File: src/rtl/mac_stream_arbiter.sv
// rtl/mac_stream_arbiter.sv - round-robin packet arbiter sharing one staged MAC between requesters
module mac_stream_arbiter #(
    parameter int NUM_REQ         = 4,
    parameter int DATA_WIDTH      = 32,
    parameter int ID_WIDTH        = 8,
    parameter int MAX_OUTSTANDING = 2
) (
    input  logic                            ACLK,
    input  logic                            ARESET,
    input  logic [NUM_REQ*2*DATA_WIDTH-1:0] S_AXIS_TDATA,
    input  logic [NUM_REQ-1:0]              S_AXIS_TVALID,
    input  logic [NUM_REQ-1:0]              S_AXIS_TLAST,
    input  logic [NUM_REQ-1:0]              S_AXIS_TUSER,
    output logic [NUM_REQ-1:0]              S_AXIS_TREADY,
    output logic [2*DATA_WIDTH-1:0]         M_AXIS_TDATA,
    output logic                            M_AXIS_TVALID,
    output logic                            M_AXIS_TLAST,
    output logic                            M_AXIS_TUSER,
    output logic [ID_WIDTH-1:0]             M_AXIS_TID,
    input  logic                            M_AXIS_TREADY,
    input  logic [DATA_WIDTH-1:0]           R_AXIS_TDATA,
    input  logic                            R_AXIS_TVALID,
    input  logic                            R_AXIS_TLAST,
    input  logic [ID_WIDTH-1:0]             R_AXIS_TID,
    output logic                            R_AXIS_TREADY,
    output logic [DATA_WIDTH-1:0]           O_AXIS_TDATA,
    output logic [NUM_REQ-1:0]              O_AXIS_TVALID,
    output logic                            O_AXIS_TLAST,
    input  logic [NUM_REQ-1:0]              O_AXIS_TREADY,
    output logic                            ERR_BAD_TID
);
    localparam int BEAT_W = 2 * DATA_WIDTH;
    localparam int IDX_W  = (NUM_REQ > 1) ? $clog2(NUM_REQ) : 1;
    localparam int CNT_W  = 4;
    localparam logic [CNT_W-1:0]    MAX_OUT    = CNT_W'(MAX_OUTSTANDING);
    localparam logic [ID_WIDTH-1:0] NUM_REQ_ID = ID_WIDTH'(NUM_REQ);

    typedef enum logic {IDLE, GRANT} state_t;

    state_t           state, state_next;
    logic [IDX_W-1:0] grant_idx, grant_idx_next;
    logic [IDX_W-1:0] last_ptr, last_ptr_next;
    logic [CNT_W-1:0] outstanding;
    logic             err_bad_tid;

    logic [IDX_W-1:0] cand;
    logic [IDX_W-1:0] pick_idx;
    logic             pick_valid;
    logic             pkt_done;
    logic             res_done;
    logic             tid_ok;
    logic [IDX_W-1:0] res_idx;

    // Round-robin search: first valid requester after the last-granted one
    always_comb begin
        cand       = '0;
        pick_idx   = '0;
        pick_valid = 1'b0;
        for (int k = 1; k <= NUM_REQ; k++) begin
            cand = IDX_W'((int'(last_ptr) + k) % NUM_REQ);
            if (!pick_valid && S_AXIS_TVALID[cand]) begin
                pick_valid = 1'b1;
                pick_idx   = cand;
            end
        end
    end

    // Forward path: the granted channel passes straight through to the MAC
    always_comb begin
        M_AXIS_TDATA  = '0;
        M_AXIS_TLAST  = 1'b0;
        M_AXIS_TUSER  = 1'b0;
        M_AXIS_TVALID = 1'b0;
        S_AXIS_TREADY = '0;
        M_AXIS_TID    = ID_WIDTH'(grant_idx);
        for (int i = 0; i < NUM_REQ; i++) begin
            if (grant_idx == IDX_W'(i)) begin
                M_AXIS_TDATA = S_AXIS_TDATA[i*BEAT_W +: BEAT_W];
                M_AXIS_TLAST = S_AXIS_TLAST[i];
                M_AXIS_TUSER = S_AXIS_TUSER[i];
                if (state == GRANT) begin
                    M_AXIS_TVALID    = S_AXIS_TVALID[i];
                    S_AXIS_TREADY[i] = M_AXIS_TREADY;
                end
            end
        end
    end

    assign tid_ok       = (R_AXIS_TID < NUM_REQ_ID);
    assign res_idx      = R_AXIS_TID[IDX_W-1:0];
    assign O_AXIS_TDATA = R_AXIS_TDATA;
    assign O_AXIS_TLAST = R_AXIS_TLAST;

    // Result path: steer by TID; out-of-range TIDs are swallowed
    always_comb begin
        O_AXIS_TVALID = '0;
        R_AXIS_TREADY = 1'b1;
        if (tid_ok) begin
            for (int i = 0; i < NUM_REQ; i++) begin
                if (res_idx == IDX_W'(i)) begin
                    O_AXIS_TVALID[i] = R_AXIS_TVALID;
                    R_AXIS_TREADY    = O_AXIS_TREADY[i];
                end
            end
        end
    end

    assign pkt_done = M_AXIS_TVALID & M_AXIS_TREADY & M_AXIS_TLAST;
    assign res_done = R_AXIS_TVALID & R_AXIS_TREADY & R_AXIS_TLAST;

    // Next state: grant only with MAC credit, release on the final beat
    always_comb begin
        state_next     = state;
        grant_idx_next = grant_idx;
        last_ptr_next  = last_ptr;
        case (state)
            IDLE: begin
                if (pick_valid && (outstanding < MAX_OUT)) begin
                    state_next     = GRANT;
                    grant_idx_next = pick_idx;
                    last_ptr_next  = pick_idx;
                end
            end
            GRANT: begin
                if (pkt_done) begin
                    state_next = IDLE;
                end
            end
            default: state_next = IDLE;
        endcase
    end

    // State register; requester 0 wins the first arbitration after reset
    always_ff @(posedge ACLK) begin
        if (ARESET) begin
            state     <= IDLE;
            grant_idx <= '0;
            last_ptr  <= IDX_W'(NUM_REQ - 1);
        end else begin
            state     <= state_next;
            grant_idx <= grant_idx_next;
            last_ptr  <= last_ptr_next;
        end
    end

    // Packets inside the MAC; a simultaneous send and return cancel out
    always_ff @(posedge ACLK) begin
        if (ARESET) begin
            outstanding <= '0;
        end else begin
            case ({pkt_done, res_done})
                2'b10:   outstanding <= outstanding + CNT_W'(1);
                2'b01:   if (outstanding != '0) outstanding <= outstanding - CNT_W'(1);
                default: outstanding <= outstanding;
            endcase
        end
    end

    // Sticky flag for results carrying a TID no requester owns
    always_ff @(posedge ACLK) begin
        if (ARESET) begin
            err_bad_tid <= 1'b0;
        end else if (R_AXIS_TVALID && !tid_ok) begin
            err_bad_tid <= 1'b1;
        end
    end

    assign ERR_BAD_TID = err_bad_tid;
endmodule
File: config.mk
export PLATFORM = sky130hd
export DESIGN_NAME = mac_stream_arbiter
export DESIGN_NICKNAME = d
export VERILOG_FILES = /design/src/rtl/mac_stream_arbiter.sv
export SDC_FILE = /design/constraint.sdc
export NUM_CORES = 1
export LEC_CHECK = 0
export CAP_MARGIN = 30
export CORE_AREA = 5 5 165 167
export DETAILED_ROUTE_END_ITERATION = 10
export DIE_AREA = 0 0 170 172
export SLEW_MARGIN = 40
export SYNTH_ARGS = -nofsm -noshare
export SYNTH_HDL_FRONTEND = slang
export SYNTH_SLANG_ARGS = --single-unit
File: constraint.sdc
create_clock -name ACLK -period 3.6 [get_ports ACLK]
set_input_delay 0.54 -clock ACLK [delete_from_list [all_inputs] [get_ports ACLK]]
set_output_delay 0.54 -clock ACLK [all_outputs]
set_load 0.02 [all_outputs]
==> impl.org, run 1 <==
** Cells and area
- Of the cells placed in the final design, the portion with a size suffix greater than 1 is about 16%.
- Most frequent cells in the layout :: clkdlybuf4s50_1 (364), mux4_2 (68), nor2_1 (11)
- In the final design database the tool counted between 800 and 900 nets.
- Most frequent standard cell in the layout excluding fill and tap cells :: clkdlybuf4s50_1
- Relative to the synthesized area, the layout overhead comes to 145%.
- The repair_antennas step left the layout with diodes totalling 0.

** Critical path
- Nature of the critical path startpoint :: input port
- Reg2Reg Setup Slack :: about 950 ps
- Largest fanout on the critical path :: 5
- Critical Path End Type :: flip-flop
- The worst setup path is of the input port to flip-flop kind.
- Critical path arrival :: 3310 ps
- Data required time at the worst endpoint :: roughly 3700 ps

** Pwr
- Total Power Consumption :: about 1.8 mW
- VDD sags by at most approximately 130 µV.
- Total power per unit cell area :: approximately 280 nW/µm²
- Leakage component of the power :: about 2.2 nW

** GRT
- Global-route wire length before repair :: 22000 µm
- GRT Residual Overflow :: 0
- Pin count of the biggest net entering global routing :: 43
- Vias in the first global route :: approximately 3500
- Global-route total usage across every layer :: roughly 9.7%
- Initial antenna violation count :: 0

** Clocking
- Max H-tree Level :: 1
- Number of gates given a new drive strength after cts :: 0
- In this run, post-CTS hold repair placed 0 buffers.
- Clock-pin transition on the worst setup and hold timing paths :: roughly 40 ps
- Buffer levels on the longest clock path :: 2
- Number of buffers inserted during clock tree synthesis :: 3
- Number of setup buffers added after CTS :: 0
- TritonCTS clock tree :: yes
- # clock sinks :: 10
- Clock latency on the worst-skew pair :: 230 ps
- The root buffer cell chosen for the clock tree is clkbuf_16.

** Synthesis
- Yosys mapped the design onto between 40 and 50 distinct sky130hd cell types.
- YS warnings :: 0
- Among all flip-flop cells after synthesis, the most frequent one is dfxtp_1.
- Synthesis inferred 10 register bits.
- Syn Inst Count :: between 200 and 250
- Sequential share of the synthesized area :: approximately 7.5%
- The synthesized netlist occupies a cell area of between 2000 and 3000 µm².
- Average instance area after synthesis :: about 12 µm²
- In the synthesized netlist the async set-or-reset flop fraction comes to 0%.
- Yosys mapped a number of flops with a built-in enable equal to 0.

** Detailed routing
- DRT iter0 DRCs :: 118
- Residual antenna-violating net count after detailed routing :: 0
- In the routed design, unresolved DRC markers number 0.
- Post-detailed-routing wire length :: ~16000 µm
- Wirelength per Cell :: between 15 and 20 µm
- First-pass detailed-route iteration total :: 4
- Using the TritonRoute via totals, the vias-per-cell ratio works out to between 3 and 4.
- Summing over every cut layer, the via total after detailed routing is between 3000 and 4000.

** Outcome
- The flow ran to the end, and the final reports show no timing, DRC or antenna violations.

** STA
- Tightest hold margin :: 479 ps
- Static timing analysis puts the maximum clock frequency at around 0.31 GHz.
- After layout, the worst path uses between 80 and 90% of the clock period.
- Setup violations remaining at the end of the flow were counted as 0.
- The number of pins exceeding their max-slew limit in the final report was 0.
- For the pin with the worst max-slew slack, the measured transition is ~620 ps.
- The final hold violation count was 0.
- Adding up every negative setup slack in the final design gives 0 ps.
- Final critical-path required period :: roughly 3200 ps
- Skew final :: around 0.55 ps
- Measured against its own limit, the worst slew margin works out to roughly three fifths.
- Setup repair after global routing missed its margin :: false

** Floorplan
- Number of placement rows :: slightly below 60
- The floorplan step defined a die boundary enclosing around 29000 µm².
- Starting utilization of the core area :: between 10% and 20%
- Die outline width :: between 150 and 200 µm
- Top Ports :: 435
- Std-Cell Core Area :: between 20000 and 30000 µm²
- The die is 172 µm tall.

** Placement
- Port bufs :: ~360
- Routability-driven placement finished with a final weighted congestion of 0.714.
- Placed wire-length estimate after detailed placement :: between 10000 and 15000 µm

** Hold path
- The min-delay analysis places its worst path in the category flip-flop to flip-flop.

** Flow run
- The tool flagged a number of max-cap violations equal to 0.
[cell usage after synthesis (2+ instances only)]
| master | number | share of area [%] |
|---|---|---|
| nand3_1 | 2 | 0.38 |
| inv_1 | 5 | 0.70 |
| nor2_1 | 11 | 1.5 |
| nor3_1 | 6 | 1.1 |
| nand2b_1 | 2 | 0.47 |
| buf_4 | 39 | 11 |
| o22ai_1 | 2 | 0.47 |
| mux4_2 | 68 | 57 |
| nand2_1 | 7 | 0.99 |
| a21oi_1 | 7 | 1.3 |
| o21ai_0 | 8 | 1.5 |
| dfxtp_1 | 10 | 7.5 |
| clkbuf_1 | 3 | 0.42 |
| nor2b_1 | 2 | 0.47 |
| buf_2 | 7 | 1.3 |
| buf_1 | 6 | 0.84 |
| ha_1 | 2 | 0.94 |
| nor3b_1 | 4 | 1.1 |
[cell families after synthesis]
group	share of synthesized area (%)
AOI/OAI and AO/OA	6.33
xor gates and xnor gates	0.328
adders and majority gates	1.69
buffers and inverters	15.2
DFF	7.50
muxes	58.2
other	0.141
and+or+nand+nor	10.6
[where the power goes]
group | leakage, nW | switching, mW | internal, mW
Clock | 0.0382 | 0.0530 | 0.149
Combinational | 2.07 | 0.603 | 0.865
Sequential | 0.0836 | 0.0228 | 0.126
[metal layers]
metal  vias up  track usage (%)  share of wire [%]
met5         -                0                  0
met4         0             1.01               0.58
met3        10             2.93                 10
met2       178             17.7                 52
met1      1612             11.8                 37
li1       1508                -                  -
[path summary, 6_finish.rpt]
| check | from | end | cells past startpoint |
|---|---|---|---|
| hold / removal | ERR_BAD_TID$_SDFFE_PP0P_ | ERR_BAD_TID$_SDFFE_PP0P_ | 2 |
| setup / recovery | R_AXIS_TID[0] | outstanding[3]$_SDFFE_PP0P_ | 11 |
| hold reg to reg | ERR_BAD_TID$_SDFFE_PP0P_ | ERR_BAD_TID$_SDFFE_PP0P_ | 2 |
| setup reg to reg | grant_idx[0]$_SDFFE_PP0P_ | outstanding[3]$_SDFFE_PP0P_ | 10 |
[cell type report]
type | count | area (µm²)
inverters | 6 | 23.8
well taps | 335 | 419
repair buffers | 370 | 3710
fillers | 2678 | 19100
clock buffers | 4 | 78.8
multi-input cells | 151 | 2080
flip-flops and latches | 10 | 208
[critical path, stage by stage]
cell	delay (ps)
clkdlybuf4s50_1	560
mux4_2	510
nand4b_4	220
nand4_4	140
clkinv_2	90
ha_1	270
a21o_1	170
a21oi_1	200
o21ai_0	140
o22ai_2	160
mux2_1	320
[through the flow]
stage	setup WS, ps	cells	util [%]	area (µm²)
3_3_place_gp	178	872	25.2	6440
3_5_place_dp	147	872	25.2	6440
4_1_cts	398	876	25.5	6520
6_report	413	876	25.5	6520
5_1_grt	168	876	25.5	6520
2_1_floorplan	736	224	-	2690
[flip-flops by register name, indices dropped and copies added (netlist names)]
signal       count
ERR_BAD_TID      1
grant_idx        2
last_ptr         2
outstanding      4
state            1
(Power assumes the default switching activity.)
==> inputs of run 2 (changes only) <==
==> constraint.sdc (replaced) <==
create_clock -name ACLK -period 3.6 [get_ports ACLK]
set_input_delay 0.72 -clock ACLK [delete_from_list [all_inputs] [get_ports ACLK]]
set_output_delay 0.72 -clock ACLK [all_outputs]
set_load 0.02 [all_outputs]
==> impl.org, run 2 (synthesis gave the netlist of run 1 again) <==
** GRT
- Vias in the first global route :: 3594
- The first global-routing pass estimated roughly 22000 µm of wire.
- Entering global routing, the biggest net connects 38 pins.
- Initial antenna violation count :: 1
- For this run, the total global-route usage over all layers was measured as 9.84%.
- Global routing finished with a remaining overflow of 0.

** Clocking
- Quantity of hold-fixing buffers added after cts :: 0
- The tree built by TritonCTS fans out to 10 sinks.
- Gates resized during post-CTS repair numbered 0.
- Clock latency on the worst-skew pair :: between 200 and 250 ps
- Number of setup buffers added after CTS :: 0
- Clock-pin slew was measured on the worst setup and hold paths at 40 ps.
- TritonCTS built the clock tree.
- Clock Root Buffer :: clkbuf_16
- Max H-tree Level :: 1
- Number of buffers inserted during clock tree synthesis :: 3
- The clock passes through at most 2 buffers.

** Floorplan
- Pin placement for this block handled around 440 I/O pins.
- Die outline width :: 170 µm
- The initial utilization of the core area, before any placement, comes to 10.4%.
- In this run the core area contains 59 standard-cell rows.
- Overall die height :: roughly 170 µm
- Full die area :: just under 30000 µm²
- Std-Cell Core Area :: ~26000 µm²

** Detailed routing
- After the first detailed-routing iteration, the DRC count stood at 100.
- Summed over all layers, the routed wires come to roughly 17000 µm.
- In this run the remaining antenna-violating nets after routing total 0.
- Dividing the detail-routed wire length by the instance count gives ~19 µm.
- Via/cell ratio :: approximately 3.8
- The detailed router placed 3383 vias in this run.
- For this run, design rule violations remaining after detail routing come to 0.
- First-pass detailed-route iteration total :: 4

** Placement
- In this run the cell area measured after placement is between 6000 and 7000 µm².
- Detailed placement finished with a half-perimeter wire length of ~15000 µm.
- Routability congestion estimate :: around 0.71
- Port bufs :: between 300 and 400

** STA
- Slew Limit Headroom :: 64.4%
- Hold timing on the final database bottoms out at a slack of between 400 and 500 ps.
- Counting I/O delays and the setup requirement, the final critical path takes between 3000 and 4000 ps.
- At the pin with the least slew margin, the transition time is approximately 530 ps.
- Max Clk Rate :: 0.301 GHz
- Setup violations remaining at the end of the flow were counted as 0.
- The number of pins exceeding their max-slew limit in the final report came to 0.
- Skew final :: around 1.2 ps
- Setup repair after global routing missed its margin :: false
- The final hold violation count was 0.
- Setup total negative slack on the finished layout was measured at 0 ps.
- Of the available clock period, the critical path in the final layout requires approximately 92%.

** Cells and area
- In the layout the commonest cells are clkdlybuf4s50_1 (364), mux4_2 (68), nor2_1 (11).
- At the end of the flow, the number of nets in the layout was around 870.
- Summing all non-filler instances in the final layout gives an area of between 6000 and 7000 µm².
- Largest registers :: outstanding: 4 flops, grant_idx: 2 flops, last_ptr: 2 flops
- Most frequent standard cell in the layout excluding fill and tap cells :: clkdlybuf4s50_1
- The register with the most flip-flops in the layout has 4 of them.
- Register with the highest flop count :: outstanding
- Relative to the synthesized area, the layout overhead comes to 146%.
- Proportion of layout cells with a drive suffix above 1 :: between 10% and 20%

** Critical path
- The number of cells on the worst reg-to-reg path is 11.
- The worst setup path is launched from an input port.
- Critical Path End Type :: output port
- Critical path arrival :: between 2000 and 3000 ps
- The critical path is of the input port to output port type.
- Largest fanout on the critical path :: 3
- Data on the critical path is required at its endpoint by ~2900 ps.

** Pwr
- The design draws between 1.5 and 2 mW.
- Power spread over the standard cell area amounts to 278 nW/µm².
- For this design the static power due to leakage is approximately 2.2 nW.
- Highest ir drop seen on vdd :: roughly 160 µV

** Hold path
- The worst hold path belongs to the class flip-flop to flip-flop.
- Worst hold path depth :: 2

** Flow run
- Max_cap viols :: 0

** Outcome
- The run finished with clean final reports.
## run 2: cell count changes in the layout (fill, tap and decap cells not counted), sizes merged
cell,delta
buf,+5
diode,+1
## run 2: critical path, stage by stage
cell and delay [ps]:
clkdlybuf4s50_1 400, nor2_1 250, and3_1 270, nand2_1 110, nor3b_1 200, clkdlybuf4s50_1 650
## run 2: final timing paths
check | startpoint | to | slack [ps]
worst min register to register | ERR_BAD_TID$_SDFFE_PP0P_ | ERR_BAD_TID$_SDFFE_PP0P_ | 470
worst min-delay path | ERR_BAD_TID$_SDFFE_PP0P_ | ERR_BAD_TID$_SDFFE_PP0P_ | 470
worst max register to register | grant_idx[0]$_SDFFE_PP0P_ | outstanding[3]$_SDFFE_PP0P_ | 860
worst max-delay path | R_AXIS_TID[6] | O_AXIS_TVALID[1] | 280
## run 2: cell type report
type,count,area [µm²]
inverters,6,23.8
fillers,2699,19100
multi-input cells,151,2080
clock buffers,4,78.8
diodes,1,2.50
well taps,335,419
flip-flops and latches,10,208
repair buffers,375,3750
## run 2: power by group
part | switching [mW] | total [mW] | internal, mW
Clock | 0.0520 | 0.200 | 0.148
Combinational | 0.606 | 1.47 | 0.869
Sequential | 0.0224 | 0.148 | 0.126
## run 2: per-layer routing
layer / routed length (µm) / global-route usage (%) / part of all wire [%]
met1: 6060 / 11.9 / 36
met2: 8780 / 17.6 / 53
met3: 1650 / 2.95 / 9.9
met4: 149 / 1.56 / 0.90
met5: 0 / 0 / 0
## run 2: per-stage QoR
stage / utilization (%) / setup slack, ps / instances
CTS: 25.6 / 248 / 881
global placement: 25.3 / 106 / 877
global route: 25.6 / 102 / 882
finish: 25.6 / 278 / 882
floorplan: - / 567 / 224
detailed placement: 25.3 / 80.6 / 877
